### src/rtl/mem_bus_arbiter.sv
// mem_bus_arbiter: shares one memory bus between fetch and load/store
// masters, one transaction in flight, with anti-starvation for fetch.
module mem_bus_arbiter #(
  parameter int ADDR_W = 32,
  parameter int DATA_W = 32
) (
  input  logic              clk,
  input  logic              rst,
  input  logic              inst_req,
  input  logic [ADDR_W-1:0] inst_addr,
  output logic              inst_addr_ok,
  output logic              inst_data_ok,
  output logic [DATA_W-1:0] inst_rdata,
  input  logic              data_req,
  input  logic              data_we,
  input  logic [3:0]        data_sel,
  input  logic [ADDR_W-1:0] data_addr,
  input  logic [DATA_W-1:0] data_wdata,
  output logic              data_addr_ok,
  output logic              data_data_ok,
  output logic [DATA_W-1:0] data_rdata,
  output logic              bus_req,
  output logic              bus_we,
  output logic [3:0]        bus_sel,
  output logic [ADDR_W-1:0] bus_addr,
  output logic [DATA_W-1:0] bus_wdata,
  input  logic              bus_addr_ok,
  input  logic              bus_data_ok,
  input  logic [DATA_W-1:0] bus_rdata
);

  typedef enum logic [2:0] {
    IDLE,
    REQ_I,
    REQ_D,
    WAIT_I,
    WAIT_D
  } state_t;

  state_t     state;
  logic [1:0] streak;
  logic       fetch_wins;

  // Fetch wins when data is idle, or after three data grants in a row
  assign fetch_wins = inst_req &&
                      (!data_req || streak == 2'd3);

  // Grant FSM and data-grant streak counter
  always_ff @(posedge clk) begin
    if (rst) begin
      state  <= IDLE;
      streak <= 2'd0;
    end else begin
      unique case (state)
        IDLE: begin
          if (fetch_wins) begin
            state  <= REQ_I;
            streak <= 2'd0;
          end else if (data_req) begin
            state <= REQ_D;
            if (inst_req && streak != 2'd3)
              streak <= streak + 2'd1;
          end
        end
        REQ_I:
          if (bus_addr_ok) state <= WAIT_I;
        REQ_D:
          if (bus_addr_ok) state <= WAIT_D;
        WAIT_I:
          if (bus_data_ok) state <= IDLE;
        WAIT_D:
          if (bus_data_ok) state <= IDLE;
        default: state <= IDLE;
      endcase
    end
  end

  // Bus command and master responses muxed from the current owner
  always_comb begin
    bus_req      = 1'b0;
    bus_we       = 1'b0;
    bus_sel      = 4'b0000;
    bus_addr     = '0;
    bus_wdata    = '0;
    inst_addr_ok = 1'b0;
    inst_data_ok = 1'b0;
    inst_rdata   = '0;
    data_addr_ok = 1'b0;
    data_data_ok = 1'b0;
    data_rdata   = '0;
    if (!rst) begin
      unique case (state)
        REQ_I: begin
          bus_req      = 1'b1;
          bus_sel      = 4'b1111;
          bus_addr     = inst_addr;
          inst_addr_ok = bus_addr_ok;
        end
        REQ_D: begin
          bus_req      = 1'b1;
          bus_we       = data_we;
          bus_sel      = data_sel;
          bus_addr     = data_addr;
          bus_wdata    = data_wdata;
          data_addr_ok = bus_addr_ok;
        end
        WAIT_I: begin
          inst_data_ok = bus_data_ok;
          if (bus_data_ok) inst_rdata = bus_rdata;
        end
        WAIT_D: begin
          data_data_ok = bus_data_ok;
          if (bus_data_ok) data_rdata = bus_rdata;
        end
        default: ;
      endcase
    end
  end

endmodule

### config.mk
export PLATFORM = sky130hd
export DESIGN_NAME = mem_bus_arbiter
export DESIGN_NICKNAME = d
export VERILOG_FILES = /design/src/rtl/mem_bus_arbiter.sv
export SDC_FILE = /design/constraint.sdc
export NUM_CORES = 1
export LEC_CHECK = 0
export CORE_AREA = 8 8 101 103
export CTS_CLUSTER_DIAMETER = 80
export DETAILED_ROUTE_END_ITERATION = 6
export DIE_AREA = 0 0 109 111
export PLACE_DENSITY = 0.7
export SLEW_MARGIN = 10
export SYNTH_ARGS = -nofsm -noshare
export SYNTH_HDL_FRONTEND = slang
export SYNTH_SLANG_ARGS = --single-unit
### constraint.sdc
create_clock -name clk -period 3.1 [get_ports clk]
set_input_delay 0.62 -clock clk [delete_from_list [all_inputs] [get_ports clk]]
set_output_delay 0.62 -clock clk [all_outputs]
set_load 0.1 [all_outputs]
==> results.cfg, run 1 <==
[status]
status = complete, no violations

[placed_design]
placed_area_um2 = 5730
gp_congestion = 0.827
placedCellCount = 571
hpwl_um = 11300
io_buffers = 276

[synthesis]
synth_area_per_cell_um2 = 6.91
synth_seq_cells = 5
syn_inst = 201
synth_edf_count = 0
ys.flop_type = dfxtp_1
synth_cell_type_count = 31
ys.warnings.count = 0
syn-num-nets = 341
syn_area_um2 = 1390
yosysSeqAreaShare_pct = 7.21
synth-async-reset-ratio_pct = 0

[cells_and_area]
fillers = 639
nets = 608
areaGrowthSynthToFinish_pct = 315
fin_util_pct = 67.5
insertedDiodeCount = 0
seq_area_um2 = 100
drive_gt1_share_pct = 37.3
multi_input_area_um2 = 1240
postLayoutCellArea_um2 = 5770
instances_no_fill = 575

[cts]
cts_made_buffers = 3
clockBufferDepth = 2
postCtsSetupRepairBufs = 0
postCtsHoldBufs = 0
htreeDepth = 1
cts_resized = 0
insertion_delay_ns = 0.23
clk_pin_slew_ns = 0.04
cts_root_buf = clkbuf_8
clock-sinks = 5
cts_tree = done

[power]
intPower_w = 0.00100
pwr_density_cell_nw_per_um2 = 429
clkPwrFrac_pct = 5.1
peakVddDrop_v = 0.000202
seq_power_share_pct = 4.7
pwr-share-comb_pct = 90.2
swShare_pct = 59.6
p_leak_nw = 2.30
p_sw_w = 0.00147

[timing]
fmax_mhz = 347
relSlewSlack_pct = 65.2
fin_worst_skew_ns = 0.00227
grt_setup_unrepaired = false
period_needed_ns = 2.89
hold_viol = 0
tightest_slew_ns = 0.522
setup_viol = 0
finalMaxSlewViolations = 0
finalCritPeriodShare_pct = 93.1

[detailed_routing]
finalWirelength_um = 12400
drtIter0Drc = 91
drt_pass1_iterations = 4
ant_nets = 0
wl_per_cell_um = 21.6
drc = 0
via_per_inst = 4.50
num_vias = 2587

[global_route]
grt-ovfl-total = 0
grt.busiest_layer = met2
track_usage_pct = 19.3
antenna_found_initial = 0
met3_usage_pct = 6.57
grt_pass1_vias = 2773
grt_max_degree = 66
met1_usage_pct = 19.2
met2_usage_pct = 36.9
grt_pass1_wl_um = 17800

[floorplan]
fp-row-count = 34
die_h_um = 111
core-area_um2 = 8550
pin_count = 277
start_util_pct = 16.2
fp.dieW_um = 109
dieArea_um2 = 12100

[worst_setup_path]
startpoint_type = input port
crit_start = rst
worst-setup-path-type = in2out
reg2reg_depth = 4
crit_required_ns = 2.48
cp.arrival_ns = 2.27
reg2reg_from = state[1]$_SDFFE_PP0P_
endpoint_kind = output port
worst-path-max-fanout = 65

[min_path]
hold_depth = 2
hold_class = reg2reg
hp-start = streak[1]$_SDFFE_PP0P_

[job]
maxCapViolations = 0
-- power by group through the flow --
| stage | Sequential [W] | Clock, W | Combinational [W] |
|---|---|---|---|
| floorplan | 0.0000885 | 0 | 0.00135 |
| global placement | 0.000114 | 0 | 0.00223 |
| detailed placement | 0.000117 | 0 | 0.00224 |
| CTS | 0.000115 | 0.000129 | 0.00225 |
| global route | 0.000120 | 0.000131 | 0.00229 |
| finish | 0.000116 | 0.000127 | 0.00223 |
-- sequential cells by signal, summed over array words and instances, names as in the netlist --
signal  count
state       3
streak      2
-- Yosys cell counts (2+ instances only) --
library cell / count / area share (%)
clkbuf_2: 2 / 0.72
nor3_2: 2 / 1.4
inv_1: 5 / 1.4
o21ai_0: 3 / 1.1
nand2_1: 6 / 1.6
a22o_1: 32 / 20
nor3_1: 3 / 1.1
or2b_1: 2 / 1.1
a21oi_1: 7 / 2.5
dfxtp_1: 5 / 7.2
nor4_1: 2 / 0.90
buf_2: 10 / 3.6
and2_1: 97 / 44
clkbuf_1: 6 / 1.6
nand2b_1: 3 / 1.4
-- cells by family (layout without fill, tap and decap cells) --
logic type                 Yosys count  after routing  synth area share, %
and+or+nand+nor                    121            121                 54.9
AOI/OAI and AO/OA                   48             48                 27.4
buffers and inverters               24            290                 8.11
DFF                                  5              5                 7.21
muxes                                2              2                 1.53
adders and majority gates            1              1                0.901
-- cell type report --
class,count,area share [%]
Sequential cell,5,1.73
Timing Repair Buffer,281,73.3
Tap cell,108,2.34
Clock buffer,4,0.781
Inverter,5,0.325
Multi-Input combinational cell,172,21.5
-- per-layer routing --
layer | vias up | share of wire, %
li1 | 1220 | -
met3 | 6 | 12
met2 | 170 | 53
met1 | 1191 | 34
met5 | - | 0
met4 | 0 | 0.82
-- critical path, stage by stage --
cell and delay (ns):
clkdlybuf4s50_1 0.42, nand2b_1 0.24, nor3_2 0.24, buf_12 0.28, a22o_1 0.25, buf_12 0.19
-- cells in the final DEF, fill, tap and decap left out, types with 3 or more instances in the layout --
cell,netlist,final
inv_1,5,5
nand2_1,6,6
buf_12,0,142
and2_2,0,18
nand2b_1,3,3
dfxtp_1,5,5
clkbuf_8,0,3
a21oi_1,7,7
and2_1,97,79
a22o_1,32,32
o21ai_0,3,3
clkdlybuf4s50_1,0,138
-- path summary, 6_finish.rpt --
kind	end	slack, ns
setup / recovery	bus_addr[9]	0.21
hold / removal	streak[1]$_SDFFE_PP0P_	0.47
setup reg to reg	state[1]$_SDFFE_PP0P_	1.45
hold reg to reg	streak[1]$_SDFFE_PP0P_	0.47
-- per-stage QoR --
| step | TNS, ns | total power (W) | hold slack, ns | setup slack, ns |
|---|---|---|---|---|
| floorplan | -0.510 | 0.00143 | 0.436 | -0.0934 |
| global placement | 0 | 0.00234 | 0.443 | 0.237 |
| detailed placement | 0 | 0.00236 | 0.468 | 0.204 |
| CTS | 0 | 0.00249 | 0.467 | 0.182 |
| global route | 0 | 0.00254 | 0.483 | 0.0794 |
| finish | 0 | 0.00248 | 0.472 | 0.214 |
(Power assumes the default switching activity.)
==> run 2: changes to the inputs <==
RECOVER_POWER = 25   (was unset)
==> run 2 against run 1 <==
Routed wire length down 0.27%. Die area unchanged. Fmax increased by 0.56%. Clock-buffer cell count unchanged. Cell count is the same. Combinational power down 4%. Clock power about the same. Global-route usage is the same. Setup slack gained 0.016 ns. Via count fell by 0.58%. Non-clock buffer count is the same. Total power decreased by 3.3%. Largest power group unchanged.
==> results.cfg, run 2 (synthesis gave the netlist of run 1 again) <==
[worst_setup_path]
crit_required_ns = 2.48
worst-path-max-fanout = 33
crit_slowest_cell = clkdlybuf4s50_1
endpoint_kind = output port
crit_buf_inv = 3
cp_common_cell = buf_12
cp.arrival_ns = 2.25
worst-setup-path-type = in2out
startpoint_type = input port
worst_path_dominant_cell_family = buffers and inverters
cp_cell_sequence = clkdlybuf4s50_1, nand2b_1, nor3_1, buf_12, and2_1, buf_12
slowest_delay_ns = 0.42

[cts]
clock-sinks = 5
postCtsSetupRepairBufs = 0
postCtsHoldBufs = 0
cts_made_buffers = 3
cts_root_buf = clkbuf_8
insertion_delay_ns = 0.23
cts_tree = done
clockBufferDepth = 2
htreeDepth = 1
cts_resized = 0
clk_pin_slew_ns = 0.04

[global_route]
grt-ovfl-total = 0
track_usage_pct = 19.3
antenna_found_initial = 0
grt_max_degree = 66
grt_pass1_wl_um = 17800
grt_pass1_vias = 2773

[placed_design]
io_buffers = 276
gp_congestion = 0.827
hpwl_um = 11300
dpl_worst_slack_ns = 0.204

[timing]
fin_setup_tns_ns = 0
period_needed_ns = 2.87
relSlewSlack_pct = 63.3
tightest_slew_ns = 0.553
hold_slack_ns = 0.467
setup_slack_ns = 0.230
fin_worst_skew_ns = 0.00159
finalMaxSlewViolations = 0
setup_viol = 0
finalCritPeriodShare_pct = 92.6
grt_setup_unrepaired = false
fmax_mhz = 348
hold_viol = 0

[floorplan]
pin_count = 277
die_h_um = 111
fp-row-count = 34
dieArea_um2 = 12100
core-area_um2 = 8550
start_util_pct = 16.2
fp.dieW_um = 109

[cells_and_area]
layout_common_cells = 137 x clkdlybuf4s50_1, 116 x buf_12, 79 x and2_1
fillers = 692
nets = 608
top_register = state
fin_util_pct = 63.2
multi_input_area_um2 = 1210
largestRegisters = state: 3 flops, streak: 2 flops
largest_register_ffs = 3
insertedDiodeCount = 0
seq_area_um2 = 100
drive_gt1_share_pct = 36.4
final_common_cell = clkdlybuf4s50_1
areaGrowthSynthToFinish_pct = 289

[detailed_routing]
wl_per_cell_um = 21.5
drt_pass1_iterations = 4
via_per_inst = 4.47
ant_nets = 0
drtIter0Drc = 78
finalWirelength_um = 12400
drc = 0
num_vias = 2572

[status]
status = complete, no violations

[min_path]
hold_class = reg2reg

[power]
pwr_density_cell_nw_per_um2 = 443
peakVddDrop_v = 0.000173
p_leak_nw = 2.21

[job]
maxCapViolations = 0
==> run 2: cell types whose count changed in the layout (fill, tap and decap cells not counted), sizes merged <==
cell / change
clkdlybuf4s50: -1
clkbuf: +26
buf: -26
dlygate4sd3: +1
==> run 2: report_power, final <==
part,switching [W],leakage (nW),internal [W]
Combinational,0.00138,2.15,0.000770
Clock,0.0000386,0.0228,0.0000888
Sequential,0.0000336,0.0410,0.0000786
==> run 2: path summary, 6_finish.rpt <==
path / start / cells after the start / to / slack (ns)
setup reg to reg: state[1]$_SDFFE_PP0P_ / 4 / state[1]$_SDFFE_PP0P_ / 1.47
hold reg to reg: streak[1]$_SDFFE_PP0P_ / 2 / streak[1]$_SDFFE_PP0P_ / 0.47
setup / recovery: rst / 6 / inst_rdata[12] / 0.23
hold / removal: streak[1]$_SDFFE_PP0P_ / 2 / streak[1]$_SDFFE_PP0P_ / 0.47
==> run 2: worst min-delay path, stage by stage (launching register included) <==
cell and delay (ns):
dfxtp_1 0.31, nand2_1 0.05, a21oi_1 0.05
==> run 2: final cells by class <==
type                            instances  area share (%)
Timing Repair Buffer                  281            72.1
Tap cell                              108            2.50
Sequential cell                         5            1.85
Inverter                                5           0.348
Multi-Input combinational cell        172            22.4
Clock buffer                            4           0.834
==> run 2: metal layers <==
layer / global-route usage [%] / vias to the layer above / wire length (um)
met4: 3.47 / 0 / 107
met1: 19.2 / 1180 / 4100
met5: 0 / - / 0
met3: 6.57 / 8 / 1540
met2: 36.9 / 166 / 6610
li1: - / 1218 / -
==> run 2: per-stage QoR <==
| step | instances | power (W) | instance area (um2) |
|---|---|---|---|
| 5_1_grt | 575 | 0.00246 | 5400 |
| 4_1_cts | 575 | 0.00249 | 5770 |
| 3_5_place_dp | 571 | 0.00236 | 5730 |
| 6_report | 575 | 0.00239 | 5400 |
| 2_1_floorplan | 201 | 0.00143 | 1430 |
| 3_3_place_gp | 571 | 0.00234 | 5730 |
